$ cat config.mk
export PLATFORM = sky130hd
export DESIGN_NAME = register_file
export DESIGN_NICKNAME = d
export VERILOG_FILES = /design/src/rtl/register_file.sv
export SDC_FILE = /design/constraint.sdc
export NUM_CORES = 1
export LEC_CHECK = 0
export CELL_PAD_IN_SITES_DETAIL_PLACEMENT = 0
export CELL_PAD_IN_SITES_GLOBAL_PLACEMENT = 2
export CORE_MARGIN = 2
export CORE_UTILIZATION = 38
export CTS_CLUSTER_DIAMETER = 100
export DETAILED_ROUTE_END_ITERATION = 12
export GPL_TIMING_DRIVEN = 0
export PLACE_DENSITY_LB_ADDON = 0.1
export SETUP_SLACK_MARGIN = 0.15
export SLEW_MARGIN = 25
export SYNTH_ARGS = -nofsm -noshare
export SYNTH_HDL_FRONTEND = slang
export SYNTH_SLANG_ARGS = --single-unit
export TNS_END_PERCENT = 10
$ cat constraint.sdc
create_clock -name clk -period 7.4 [get_ports clk]
set_input_delay 1.48 -clock clk [delete_from_list [all_inputs] [get_ports clk]]
set_output_delay 1.48 -clock clk [all_outputs]
set_load 0.02 [all_outputs]
$ cat src/rtl/register_file.sv
// Decode-stage register file: two combinational read ports and one synchronous write port.
// The top index has no storage and returns the external R15 (PC) input.
module register_file #(
    parameter int DATA_WIDTH = 32,
    parameter int ADDR_WIDTH = 3
) (
    input  logic                  clk,
    input  logic                  rst,
    input  logic                  WE3,
    input  logic [ADDR_WIDTH-1:0] A1,
    input  logic [ADDR_WIDTH-1:0] A2,
    input  logic [ADDR_WIDTH-1:0] A3,
    input  logic [DATA_WIDTH-1:0] WD3,
    input  logic [DATA_WIDTH-1:0] R15,
    output logic [DATA_WIDTH-1:0] RD1,
    output logic [DATA_WIDTH-1:0] RD2
);

    localparam int NUM_REGS = 2 ** ADDR_WIDTH;
    localparam int NUM_STORED = NUM_REGS - 1;
    localparam logic [ADDR_WIDTH-1:0] PC_IDX = '1;

    logic [DATA_WIDTH-1:0] r_regs [NUM_STORED];
    logic                  w_wr_en;

    // Writes aimed at the PC alias are dropped; it has no backing register.
    assign w_wr_en = WE3 && (A3 != PC_IDX);

    always_ff @(posedge clk or posedge rst) begin
        if (rst) begin
            for (int i = 0; i < NUM_STORED; i++) begin
                r_regs[i] <= '0;
            end
        end else if (w_wr_en) begin
            r_regs[A3] <= WD3;
        end
    end

    // No write-through bypass: a same-address read sees the new value only after the edge.
    always_comb begin
        RD1 = R15;
        RD2 = R15;
        if (A1 != PC_IDX) begin
            RD1 = r_regs[A1];
        end
        if (A2 != PC_IDX) begin
            RD2 = r_regs[A2];
        end
    end

endmodule

==> Word-level counts from Yosys, hierarchy flattened <==
Index checks and enable logic that the tools add are counted.
{ "classes": {"order_cmp": 4, "eq_ne": 3, "mux": 11, "bitwise": 3, "reduce_logical": 2} }
{ "op_table": {"columns": ["op", "count"], "rows": [
  ["bitwise mux 224 bit", 1],
  ["2-to-1 mux 32 bit", 7],
  ["binary-select mux 32 bit (select 3 bit)", 2],
  ["demux 32 bit (select 3 bit)", 1],
  [">= comparator 4 bit, second input constant", 3],
  ["NOT 3 -> 4 bit", 3],
  ["inequality test 3 bit, second input constant", 3],
  ["less-than comparator 4 x 1 -> 1 bit, second input constant", 1],
  ["logical AND 1 bit", 2]
]} }
{ "word_totals": {"reg_bits": 224, "inputBits": 76, "out_inout_bits": 64, "word_cells": 30} }

==> Longest topological paths before layout <==
{ "logic_depth": {"depth_word": 6, "depth_mapped": 5, "depth_no_buf": 3} }

==> Worst setup path before layout <==
No wires, ideal clock.
{ "synth_timing": {"kind": "input port to output port", "start": "in A1[0]", "end": "out RD1[0]", "t_arrival_ns": 2.733, "required_ns": 5.920, "slack_ns": 3.187, "stages": 4, "n_path_buf": 2, "path_cell_list": "buf_6 -> buf_2 -> mux4_2 -> mux2_2"} }
{ "synth_between": {"elab_chain_len": 5, "word_cells_on_any_way": 6, "classes_between": "eq/ne: 1; mux: 4; bitwise: 1"} }
{ "synth_lines": {"columns": ["item", "line", "source"], "rows": [
  ["start, declared", "10", "input logic [ADDR_WIDTH-1:0] A1,"],
  ["NOT 3 -> 4 bit (not written as such)", "44", "RD1 = r_regs[A1];"],
  ["binary-select mux 32 bit (select 3 bit)", "44", null],
  ["2-to-1 mux 32 bit (not written as such) (2 in series)", "44", null],
  ["2-to-1 mux 32 bit *", "43", "if (A1 != PC_IDX) begin"],
  ["end, declared", "15", "output logic [DATA_WIDTH-1:0] RD1,"]
]} }
Mark *: on every way between the ends. The rest lies on a longest branch, timed or not. The select of a mux whose other input is x is not followed.

==> Final worst setup path <==
{ "layout_timing": {"start": "in A1[1]", "end": "out RD1[29]"} }
The elaborated chain is that of the path after synthesis.

==> impl_metrics.json <==
{
  "status": "complete, no violations",
  "start_util": 0.388,
  "wire_per_inst_um": 27.0,
  "maxCapViolCount": 0,
  "synth_seq_cells": 224,
  "cp_slowest_stage_delay_ps": 750,
  "cp_max_fo": 10,
  "final_common_cell": "mux2_2",
  "place_area_um2": 14300,
  "worst_pin_slew_ps": 1030,
  "cp_cell_sequence": "buf_2, clkbuf_1, mux4_2, mux2_2, clkdlybuf4s50_1",
  "grt_overflow_total": 0,
  "fmax_ghz": 0.191,
  "worstSetupStartpoint": "A1[1]",
  "drc": 0,
  "die_h_um": 184,
  "hold_path_startpoint": "r_regs[216]",
  "fin_tns_setup_ps": 0,
  "htree_levels": 1,
  "cts_num_sinks": 224,
  "clockBufferDepth": 3,
  "drt_pass1_iterations": 4,
  "largest_reg_flops": 224,
  "routed_wl_mm": 35.1,
  "largest_register": "r_regs",
  "rsz0062_at_grt": "false",
  "avgSynthCellArea_um2": 17.2,
  "grt_pass1_vias": 8506,
  "nets": 958,
  "worstSetupStartpointType": "input pin",
  "critical_path_class": "input pin to primary output",
  "drt-vias-per-instance": 5.79,
  "hp-class": "flop to flop",
  "p_leak_nw": 6.09,
  "synth_fp_nets": 791,
  "netlist_instances": 715,
  "antenna_found_initial": 1,
  "min_period_ps": 5250,
  "ys_top_cells_by_area": "dfrtp_1 46%, mux4_2 23%, mux2_2 22%, mux2_4 3.2%, mux2_1 1.6%",
  "end_kind": "primary output",
  "cts_root_buffer": "clkbuf_16",
  "post_cts_buffers": 0,
  "critPathRequiredTime_ps": 5920,
  "relSlewSlack": 0.316,
  "netlist_area_um2": 12300,
  "die_w_um": 184,
  "fin_skew_ps": 0,
  "grt_pass1_wl_mm": 53.4,
  "tritoncts": "yes",
  "design.core.area_um2": 31600,
  "cts_made_buffers": 26,
  "final_cell_mix": "244 x mux2_2, 224 x dfrtp_1, 131 x clkdlybuf4s50_1",
  "powerDensity_nw_per_um2": 280,
  "fp-row-count": 65,
  "finalSetupViolations": 0,
  "critPathTopFamily": "buffers and inverters",
  "fin_crit_sh": 0.709,
  "peakVddDrop_uv": 162,
  "clock_latency_ps": 520,
  "vias": 7543,
  "synth.yosys.warnings": 0,
  "cp_slowest_cell": "clkbuf_1",
  "antenna_left": 0,
  "design_area_um2": 15200,
  "synth_area_leader_cell": "dfrtp_1",
  "synth_top_area_share": 0.457,
  "crit_buf_inv": 3,
  "clk_pin_slew_ps": 60,
  "die_area_um2": 33700,
  "drtIter0Drc": 347,
  "yosysUniqueCellTypes": 20,
  "hold_violations": 0,
  "cts_hold_buf": 0,
  "fin_ws_ps": 2150,
  "drv_slew": 0,
  "arrival_ps": 3770,
  "track_usage": 0.214,
  "fin_total_pwr_mw": 4.25,
  "grt_max_degree": 35,
  "cts_resized": 0,
  "post-place-ws_ps": 2120,
  "dp_hpwl_mm": 23.8,
  "port_buffers": 131,
  "routabilityCongestion": 0.721,
  "drive_gt1_frac": 0.547,
  "reg_top3": "r_regs: 224 flops",
  "r2r_start": "r_regs[66]",
  "ys_seq_area_frac": 0.457,
  "areaGrowthSynthToFinish_pct": 23.6,
  "top_level_ports": 140,
  "holdWs_ps": 512
}
## per-stage QoR
step	utilization	std cells
3_3_place_gp	0.445	1248
5_1_grt	0.479	1301
2_1_floorplan	-	715
3_5_place_dp	0.451	1256
4_1_cts	0.479	1301
6_report	0.480	1302
## synthesized netlist by cell type, drive strengths merged
| master | number |
|---|---|
| clkbuf | 12 |
| nand2 | 3 |
| nor3b | 2 |
| nand2b | 2 |
| dfrtp | 224 |
| a32o | 1 |
| inv | 1 |
| buf | 48 |
| mux4 | 127 |
| nor3 | 2 |
| mux2 | 287 |
| mux2i | 2 |
| nand4b | 3 |
| o221ai | 1 |
## cell type report
class                      count  area [um^2]
clock inverter                 6          105
buffer                        60          340
fill                        2681        16500
antenna                        1         2.50
sequential                   224         5610
tap                          402          503
timing repair buffer         139         1490
clock buffer                  39          791
multi-input combinational    430         6320
inverter                       1         7.51
## metal layers
metal,global-route usage,wire length [um],up-vias
met3,0.0408,2020,51
met4,0.0490,728,0
met5,0,0,-
li1,-,-,3171
met1,0.282,14700,4094
met2,0.366,17700,227
## worst paths after layout
check                               to  slack, ps  cells after the start
setup / recovery               RD1[29]       2150                      5
hold / removal             r_regs[216]        510                      1
setup reg to reg            r_regs[66]       6590                      1
hold reg to reg            r_regs[216]        510                      1
max in group asynchronous   r_regs[21]       5180                      5
min in group asynchronous   r_regs[68]       1290                      2
## kinds of logic after synthesis
logic type             synth area share
muxes                             0.506
buffers and inverters            0.0278
DFF                               0.457
AOI/OAI and AO/OA               0.00153
and+or+nand+nor                 0.00775
## power breakdown
part | total, mW | internal (mW) | switching, mW
clock network | 1.34 | 0.835 | 0.504
logic | 1.22 | 0.760 | 0.464
registers | 1.69 | 1.50 | 0.191
total | 4.25 | 3.09 | 1.16
(Power assumes the default switching activity.)
